<file path="src/rtl/instr_align_fetch.sv">
`default_nettype none
// ============================================================================
// Module      : instr_align_fetch
// Description : Instruction fetch and alignment controller placed between the
//               instruction memory and the RVC decompressor. Fetches 32-bit
//               words, tracks a halfword-granular PC and presents one 16- or
//               32-bit instruction at a time, including instructions that
//               straddle a word boundary. The leftover upper halfword of a
//               fetched word is buffered so that two packed compressed
//               instructions issue back-to-back from a single fetch.
//
//               Build option: define INSTR_ALIGN_RVC_EN to enable compressed
//               instruction support. Without it every fetched word issues as
//               a 32-bit instruction, decompress_o is tied low and the PC
//               always advances by 4.
//
// Ports       : clk, rst          - clock, asynchronous active-high reset
//               imem_req/addr     - word fetch request and address
//               imem_ack/rdata    - fetch completion and fetched word
//               redirect_i/pc_i   - branch/jump redirect pulse and target
//               stall_i           - downstream not ready
//               valid_o, instr_o, decompress_o, pc_o - presented instruction
//
// Revision    : 1.0 - initial release
// ============================================================================
module instr_align_fetch #(
    parameter logic [31:0] RESET_PC = 32'h0000_0000
) (
    input  logic        clk,
    input  logic        rst,
    output logic        imem_req,
    output logic [31:0] imem_addr,
    input  logic        imem_ack,
    input  logic [31:0] imem_rdata,
    input  logic        redirect_i,
    input  logic [31:0] redirect_pc_i,
    input  logic        stall_i,
    output logic        valid_o,
    output logic [31:0] instr_o,
    output logic        decompress_o,
    output logic [31:0] pc_o
);

    localparam logic [0:0] c_st_fetch = 1'b0;
    localparam logic [0:0] c_st_issue = 1'b1;

    logic [0:0]  r_state;
    logic        r_req;
    logic [31:0] r_fpc;
    logic [31:0] r_next_pc;   // PC of the next instruction to be issued
    logic        r_valid;
    logic [31:0] r_instr;
    logic [31:0] r_pc;

    logic        w_ack;
    logic        w_accept;
    logic        w_iss;       // an instruction is loaded into the output register
    logic [31:0] w_iss_instr;
    logic        w_iss_c;     // the loaded instruction is compressed
    logic [31:0] w_step;

    // An ack is only meaningful while a request is outstanding; this drops
    // stray acks arriving after reset or while presenting an instruction.
    assign w_ack    = (r_state == c_st_fetch) & r_req & imem_ack;
    assign w_accept = r_valid & ~stall_i;

`ifdef INSTR_ALIGN_RVC_EN
    logic [15:0] r_buf;
    logic        r_buf_v;
    logic        r_skip;
    logic        r_decomp;
    logic [15:0] w_lo;
    logic [15:0] w_hi;
    logic        w_hold;      // buffer holds the low half of a 32-bit instruction
    logic        w_buf_c;     // buffer holds a complete compressed instruction
    logic        w_unused_redirect;

    assign w_lo    = imem_rdata[15:0];
    assign w_hi    = imem_rdata[31:16];
    assign w_hold  = r_buf_v & (r_buf[1:0] == 2'b11);
    assign w_buf_c = r_buf_v & (r_buf[1:0] != 2'b11);
    assign w_unused_redirect = redirect_pc_i[0];
`else
    logic        w_unused_redirect;
    assign w_unused_redirect = ^redirect_pc_i[1:0];
`endif

    always_comb begin
        w_iss       = 1'b0;
        w_iss_instr = imem_rdata;
        if (r_state == c_st_fetch) begin
            if (w_ack) begin
`ifdef INSTR_ALIGN_RVC_EN
                if (r_skip) begin
                    // Entered mid-word: only the upper half belongs to the
                    // stream. A 32-bit low half waits for the next word.
                    w_iss       = (w_hi[1:0] != 2'b11);
                    w_iss_instr = {16'h0000, w_hi};
                end else if (w_hold) begin
                    w_iss       = 1'b1;
                    w_iss_instr = {w_lo, r_buf};
                end else if (w_lo[1:0] != 2'b11) begin
                    w_iss       = 1'b1;
                    w_iss_instr = {16'h0000, w_lo};
                end else begin
                    w_iss       = 1'b1;
                    w_iss_instr = imem_rdata;
                end
`else
                w_iss       = 1'b1;
                w_iss_instr = imem_rdata;
`endif
            end
        end else begin
`ifdef INSTR_ALIGN_RVC_EN
            // Second compressed instruction of a packed word: issue it
            // straight from the buffer without touching memory.
            if (w_accept && w_buf_c) begin
                w_iss       = 1'b1;
                w_iss_instr = {16'h0000, r_buf};
            end
`endif
        end
    end

`ifdef INSTR_ALIGN_RVC_EN
    assign w_iss_c = (w_iss_instr[1:0] != 2'b11);
`else
    assign w_iss_c = 1'b0;
`endif
    assign w_step = w_iss_c ? 32'd2 : 32'd4;

    // Main sequencer: fetch address, request, PC and output register.
    always_ff @(posedge clk or posedge rst) begin
        if (rst) begin
            r_state   <= c_st_fetch;
            r_req     <= 1'b0;
            r_fpc     <= {RESET_PC[31:2], 2'b00};
`ifdef INSTR_ALIGN_RVC_EN
            r_next_pc <= {RESET_PC[31:1], 1'b0};
`else
            r_next_pc <= {RESET_PC[31:2], 2'b00};
`endif
            r_valid   <= 1'b0;
            r_instr   <= 32'h0000_0000;
            r_pc      <= RESET_PC;
        end else if (redirect_i) begin
            r_state   <= c_st_fetch;
            r_req     <= 1'b1;
            r_fpc     <= {redirect_pc_i[31:2], 2'b00};
`ifdef INSTR_ALIGN_RVC_EN
            r_next_pc <= {redirect_pc_i[31:1], 1'b0};
`else
            r_next_pc <= {redirect_pc_i[31:2], 2'b00};
`endif
            r_valid   <= 1'b0;
        end else begin
            case (r_state)
                c_st_fetch: begin
                    if (w_ack) begin
                        r_fpc <= r_fpc + 32'd4;
                    end
                    if (w_iss) begin
                        r_state <= c_st_issue;
                        r_req   <= 1'b0;
                    end else begin
                        r_req   <= 1'b1;
                    end
                end
                default: begin
                    if (w_accept && !w_iss) begin
                        r_state <= c_st_fetch;
                        r_req   <= 1'b1;
                        r_valid <= 1'b0;
                    end
                end
            endcase
            if (w_iss) begin
                r_valid   <= 1'b1;
                r_instr   <= w_iss_instr;
                r_pc      <= r_next_pc;
                r_next_pc <= r_next_pc + w_step;
            end
        end
    end

`ifdef INSTR_ALIGN_RVC_EN
    // Halfword buffer and mid-word entry tracking.
    always_ff @(posedge clk or posedge rst) begin
        if (rst) begin
            r_buf    <= 16'h0000;
            r_buf_v  <= 1'b0;
            r_skip   <= RESET_PC[1];
            r_decomp <= 1'b0;
        end else if (redirect_i) begin
            r_buf_v  <= 1'b0;
            r_skip   <= redirect_pc_i[1];
        end else begin
            if (r_state == c_st_fetch) begin
                if (w_ack) begin
                    r_buf <= w_hi;
                    if (r_skip) begin
                        r_skip  <= 1'b0;
                        r_buf_v <= (w_hi[1:0] == 2'b11);
                    end else if (w_hold || (w_lo[1:0] != 2'b11)) begin
                        r_buf_v <= 1'b1;
                    end else begin
                        r_buf_v <= 1'b0;
                    end
                end
            end else if (w_accept && w_buf_c) begin
                r_buf_v <= 1'b0;
            end
            if (w_iss) begin
                r_decomp <= w_iss_c;
            end
        end
    end

    assign decompress_o = r_decomp;
`else
    assign decompress_o = 1'b0;
`endif

    assign imem_req  = r_req;
    assign imem_addr = r_fpc;
    assign valid_o   = r_valid;
    assign instr_o   = r_instr;
    assign pc_o      = r_pc;

endmodule
`default_nettype wire
</file>
<file path="config.mk">
export PLATFORM = sky130hd
export DESIGN_NAME = instr_align_fetch
export DESIGN_NICKNAME = d
export VERILOG_FILES = /design/src/rtl/instr_align_fetch.sv
export SDC_FILE = /design/constraint.sdc
export NUM_CORES = 1
export LEC_CHECK = 0
export CAP_MARGIN = 10
export CORE_MARGIN = 2
export CORE_UTILIZATION = 60
export CTS_BUF_LIST = sky130_fd_sc_hd__clkbuf_2 sky130_fd_sc_hd__clkbuf_4 sky130_fd_sc_hd__clkbuf_8
export CTS_CLUSTER_DIAMETER = 200
export DETAILED_ROUTE_END_ITERATION = 10
export DONT_BUFFER_PORTS = 1
export PLACE_DENSITY = 0.72
export SLEW_MARGIN = 30
export SYNTH_ARGS = -nofsm -noshare
export SYNTH_HDL_FRONTEND = slang
export SYNTH_SLANG_ARGS = --single-unit
</file>
<file path="constraint.sdc">
create_clock -name clk -period 6.15 [get_ports clk]
set_input_delay 1.845 -clock clk [delete_from_list [all_inputs] [get_ports clk]]
set_output_delay 1.845 -clock clk [all_outputs]
set_load 0.005 [all_outputs]
</file>
; Word level (Yosys, flattened, before mapping)
; Cells that the tools add are included.
[classes]
muxes = 19
reduce_logical = 9
n_eq_ne = 2
bitwise = 6
n_addsub = 2
[op_table]
columns = operator, count
row1 = 32-bit 2-to-1 mux, 5
row2 = 32-bit by 3-bit adder with 32-bit output (second input constant), 2
row3 = 1-bit 2-to-1 mux, 14
row4 = 2-bit AND reduction, 3
row5 = 3-bit nonzero test, 2
row6 = 2-bit nonzero test, 2
row7 = 1-bit bitwise AND, 3
row8 = 3-bit by 2-bit != test with 1-bit output (second input constant), 1
row9 = 1-bit NOT, 3
row10 = 2-bit != test (second input constant), 1
row11 = 1-bit logical AND, 1
row12 = 1-bit zero test, 1
[word_totals]
in_bits = 69
out_inout_bits = 99
reg_bits = 131
word_cells = 45

; Logic depth before layout (Yosys ltp)
[logic_depth]
ltp_word = 11
mapped_depth = 7
depth_no_buf = 5

; Least setup slack after synthesis
; OpenSTA, ideal clock, no wires.
[synth_path]
kind = input port to flip-flop
startpoint = in imem_ack
endpoint = reg r_next_pc[16]
arrival_ns = 3.209
path_buffers = 2
cell_stages = 6
required_ns = 6.068
path_slack_ns = 2.859
setup_ns = 0.082
cell_sequence = nand3b_4 > or4_4 > buf_6 > buf_6 > or3_1 > a31oi_1
[synth_between]
elab_chain_len = 4
[synth_lines]
columns = item, line_no
row1 = start: declaration, 33  ; input logic imem_ack,
row2 = 1-bit bitwise AND, 64  ; assign w_ack = (r_state == c_st_fetch) & r_req & imem_ack;
row3 = 1-bit 2-to-1 mux, 92  ; if (w_ack) begin
row4 = 1-bit 2-to-1 mux, 91  ; if (r_state == c_st_fetch) begin
row5 = 2-bit nonzero test (no source line), n/a
row6 = end signal: assignment, 142  ; r_next_pc <= {RESET_PC[31:2], 2'b00};
row7 = end signal: assignment, 154  ; r_next_pc <= {redirect_pc_i[31:2], 2'b00};
row8 = end signal: assignment, 182  ; r_next_pc <= r_next_pc + w_step;
row9 = end: declaration, 50  ; logic [31:0] r_next_pc;
; Every way passes these cells.
; A chain may end at the register's enable or synchronous reset.

; Final worst setup path
[layout_path]
startpoint = in imem_ack
endpoint = reg r_fpc[27], in the netlist imem_addr[27]
[layout_between]
elab_chain_len = 3
[layout_lines]
columns = item, line_no
row1 = 1-bit bitwise AND, 64
row2 = 2-bit nonzero test (no source line), n/a
row3 = 2-bit AND reduction (no source line), n/a
row4 = end signal: assignment, 138  ; r_fpc <= {RESET_PC[31:2], 2'b00};
row5 = end signal: assignment, 150  ; r_fpc <= {redirect_pc_i[31:2], 2'b00};
row6 = end signal: assignment, 161  ; r_fpc <= r_fpc + 32'd4;
row7 = end: declaration, 49  ; logic [31:0] r_fpc;
; Every way passes these cells.

==> metrics.yaml <==
status: "finished clean"
cts.sinks: 125
yosys.area.top_type_share_pct: 51.89
start_util_pct: 61.67
grt_max_degree: 52
yosys_warnings: 0
critPathKind: "in -> reg"
async_reset_ff_share_pct: 100.0
grt_pass1_vias: 4481
cts-root-buf: "clkbuf_8"
die_h_um: 104.2
synthCells: 540
leakage_uw: 0.002492
n_fill_cell: 779
postSynthAreaPerCell_um2: 11.16
layout_setup_ws_ns: 2.877
wirelength_um: 13800
cp.arrival_ns: 3.64
insertion_delay_ns: 0.44
portBuffers: 0
slew_violations: 0
fin_setup_tns_ns: 0
dr.pass1.iters: 5
peakVddDrop_mv: 0.1974
drive_gt1_share_pct: 22.69
synth-edff-count: 0
cp.required_ns: 6.52
dominantRegCellSynth: "dfrtp_1"
drc: 0
overflow: 0
ios: 168
cts_buffers: 17
cts_tree: "yes"
clk_pin_slew_worst_paths_ns: 0.08
dp.cells: 642
ctsHoldBuffers: 0
min_period_ns: 3.273
wire_per_inst_um: 20.45
track_usage_pct: 26.43
dp_slack_ns: 2.300
yosysSeqAreaShare_pct: 51.89
ant_nets: 0
clock_skew_ns: 0.009635
diodes: 0
place_hpwl_um: 9706
rows: 36
rsz0062_at_grt: "false"
synthDistinctLibCells: 46
cts_setup_buffers: 0
min_path_type: "reg -> reg"
stdcell_count: 675
die-width_um: 104.2
first_iter_violations: 303
htreeDepth: 4
fmax_mhz: 305.5
hold_viol: 0
utilization_pct: 66.44
netlist_area_mm2: 0.006028
final_nets: 600
worst_pin_slew_ns: 0.8560
endpoint_kind: "register"
gp_congestion: 0.8354
synth_top_cell_by_area: "dfrtp_1"
cp-start-kind: "input port"
crit_path_max_fanout: 14
antenna_found_initial: 0
final_common_cell: "dfrtp_1"
syn2layout_area_growth_pct: 7.721
viasPerCell: 6.621
grt_pass1_wl_um: 22850
num_vias: 4469
power_density_mw_per_mm2: 326.5
max_cap_violations: 0
final_cell_mix: "125 x dfrtp_1, 70 x mux2_2, 24 x nand2_1"
coreArea_mm2: 0.009774
yosys-top-cells-area: "dfrtp_1 52%, mux2_2 13%, o31a_1 2.8%"
cts_resized: 0
ys_ff_latch: 125
cts_max_path_buffers: 2
relSlewSlack_pct: 42.41
setup_violations: 0
die_area_mm2: 0.01086
fin_crit_sh_pct: 53.22
-- final timing paths --
| path | startpoint | end | slack [ns] | cells past startpoint |
|---|---|---|---|---|
| max reg2reg | imem_addr[10] | imem_addr[23] | 3.71 | 4 |
| max in group asynchronous | rst | imem_addr[12] | 3.82 | 2 |
| max | imem_ack | imem_addr[27] | 2.88 | 4 |
| min in group asynchronous | rst | instr_o[15] | 1.31 | 1 |
| min | pc_o[26] | pc_o[26] | 0.54 | 1 |
| min reg2reg | pc_o[26] | pc_o[26] | 0.54 | 1 |
-- cell type report --
cell class	instances	area, µm²	area share [%]
clock buffer	21	282.8	4.355
timing repair buffer	6	65.06	1.002
sequential	125	3128	48.17
inverter	11	43.79	0.6744
clock inverter	11	110.1	1.696
multi-input combinational	368	2698	41.54
tap	133	166.4	2.563
-- where the power goes --
group	switching, µW	leakage, µW	internal (µW)
combinational	129	0.000865	156
clock	339	0.000192	360
sequential	162	0.00143	974
total	630	0.00249	1490
-- worst max-delay path, stage by stage --
cell and delay (ns):
and3b_1 0.48, nand4_1 0.51, or4_1 0.63, a31oi_1 0.17
-- layer usage --
metal,GRT usage (%),routed length [µm],vias to the layer above,share of wire (%)
met4,10.62,244,0,1.8
met5,0,0,-,0
met2,44.03,7090,164,51
met3,7.456,935,22,6.8
li1,-,-,2023,-
met1,32.63,5533,2260,40
-- synthesized netlist by cell type, types with 11 or more instances --
| cell | number |
|---|---|
| o21ai_0 | 13 |
| mux2_2 | 70 |
| a21oi_1 | 16 |
| o31ai_1 | 13 |
| clkbuf_1 | 30 |
| nor4_1 | 19 |
| and4_1 | 13 |
| nor2_1 | 23 |
| nor3_1 | 13 |
| nand4_1 | 18 |
| a31oi_1 | 22 |
| or4_1 | 11 |
| dfrtp_1 | 125 |
| o31a_1 | 19 |
| nand2_1 | 24 |
| nand3_1 | 15 |
-- per-stage QoR --
step / cell area (µm²) / total power, µW / hold WS, ns
floorplan: 6043 / 1347 / 0.5055
finish: 6494 / 2120 / 0.5374
global route: 6494 / 2226 / 0.5454
CTS: 6466 / 2138 / 0.5430
global placement: 6073 / 1419 / 0.5187
detailed placement: 6073 / 1439 / 0.5248
-- registers in the layout (all words and copies together), names as in the netlist --
name	flops
valid_o	1
imem_addr	30
pc_o	30
r_next_pc	30
r_state	1
instr_o	32
imem_req	1
-- cell families after synthesis --
logic type	synth area share (%)
and+or+nand+nor	17.29
DFF	51.89
AOI/OAI and AO/OA	11.50
muxes	13.08
buffers and inverters	3.736
xor gates and xnor gates	2.034
adders and majority gates	0.4150
other	0.06221
(Power assumes the default switching activity.)
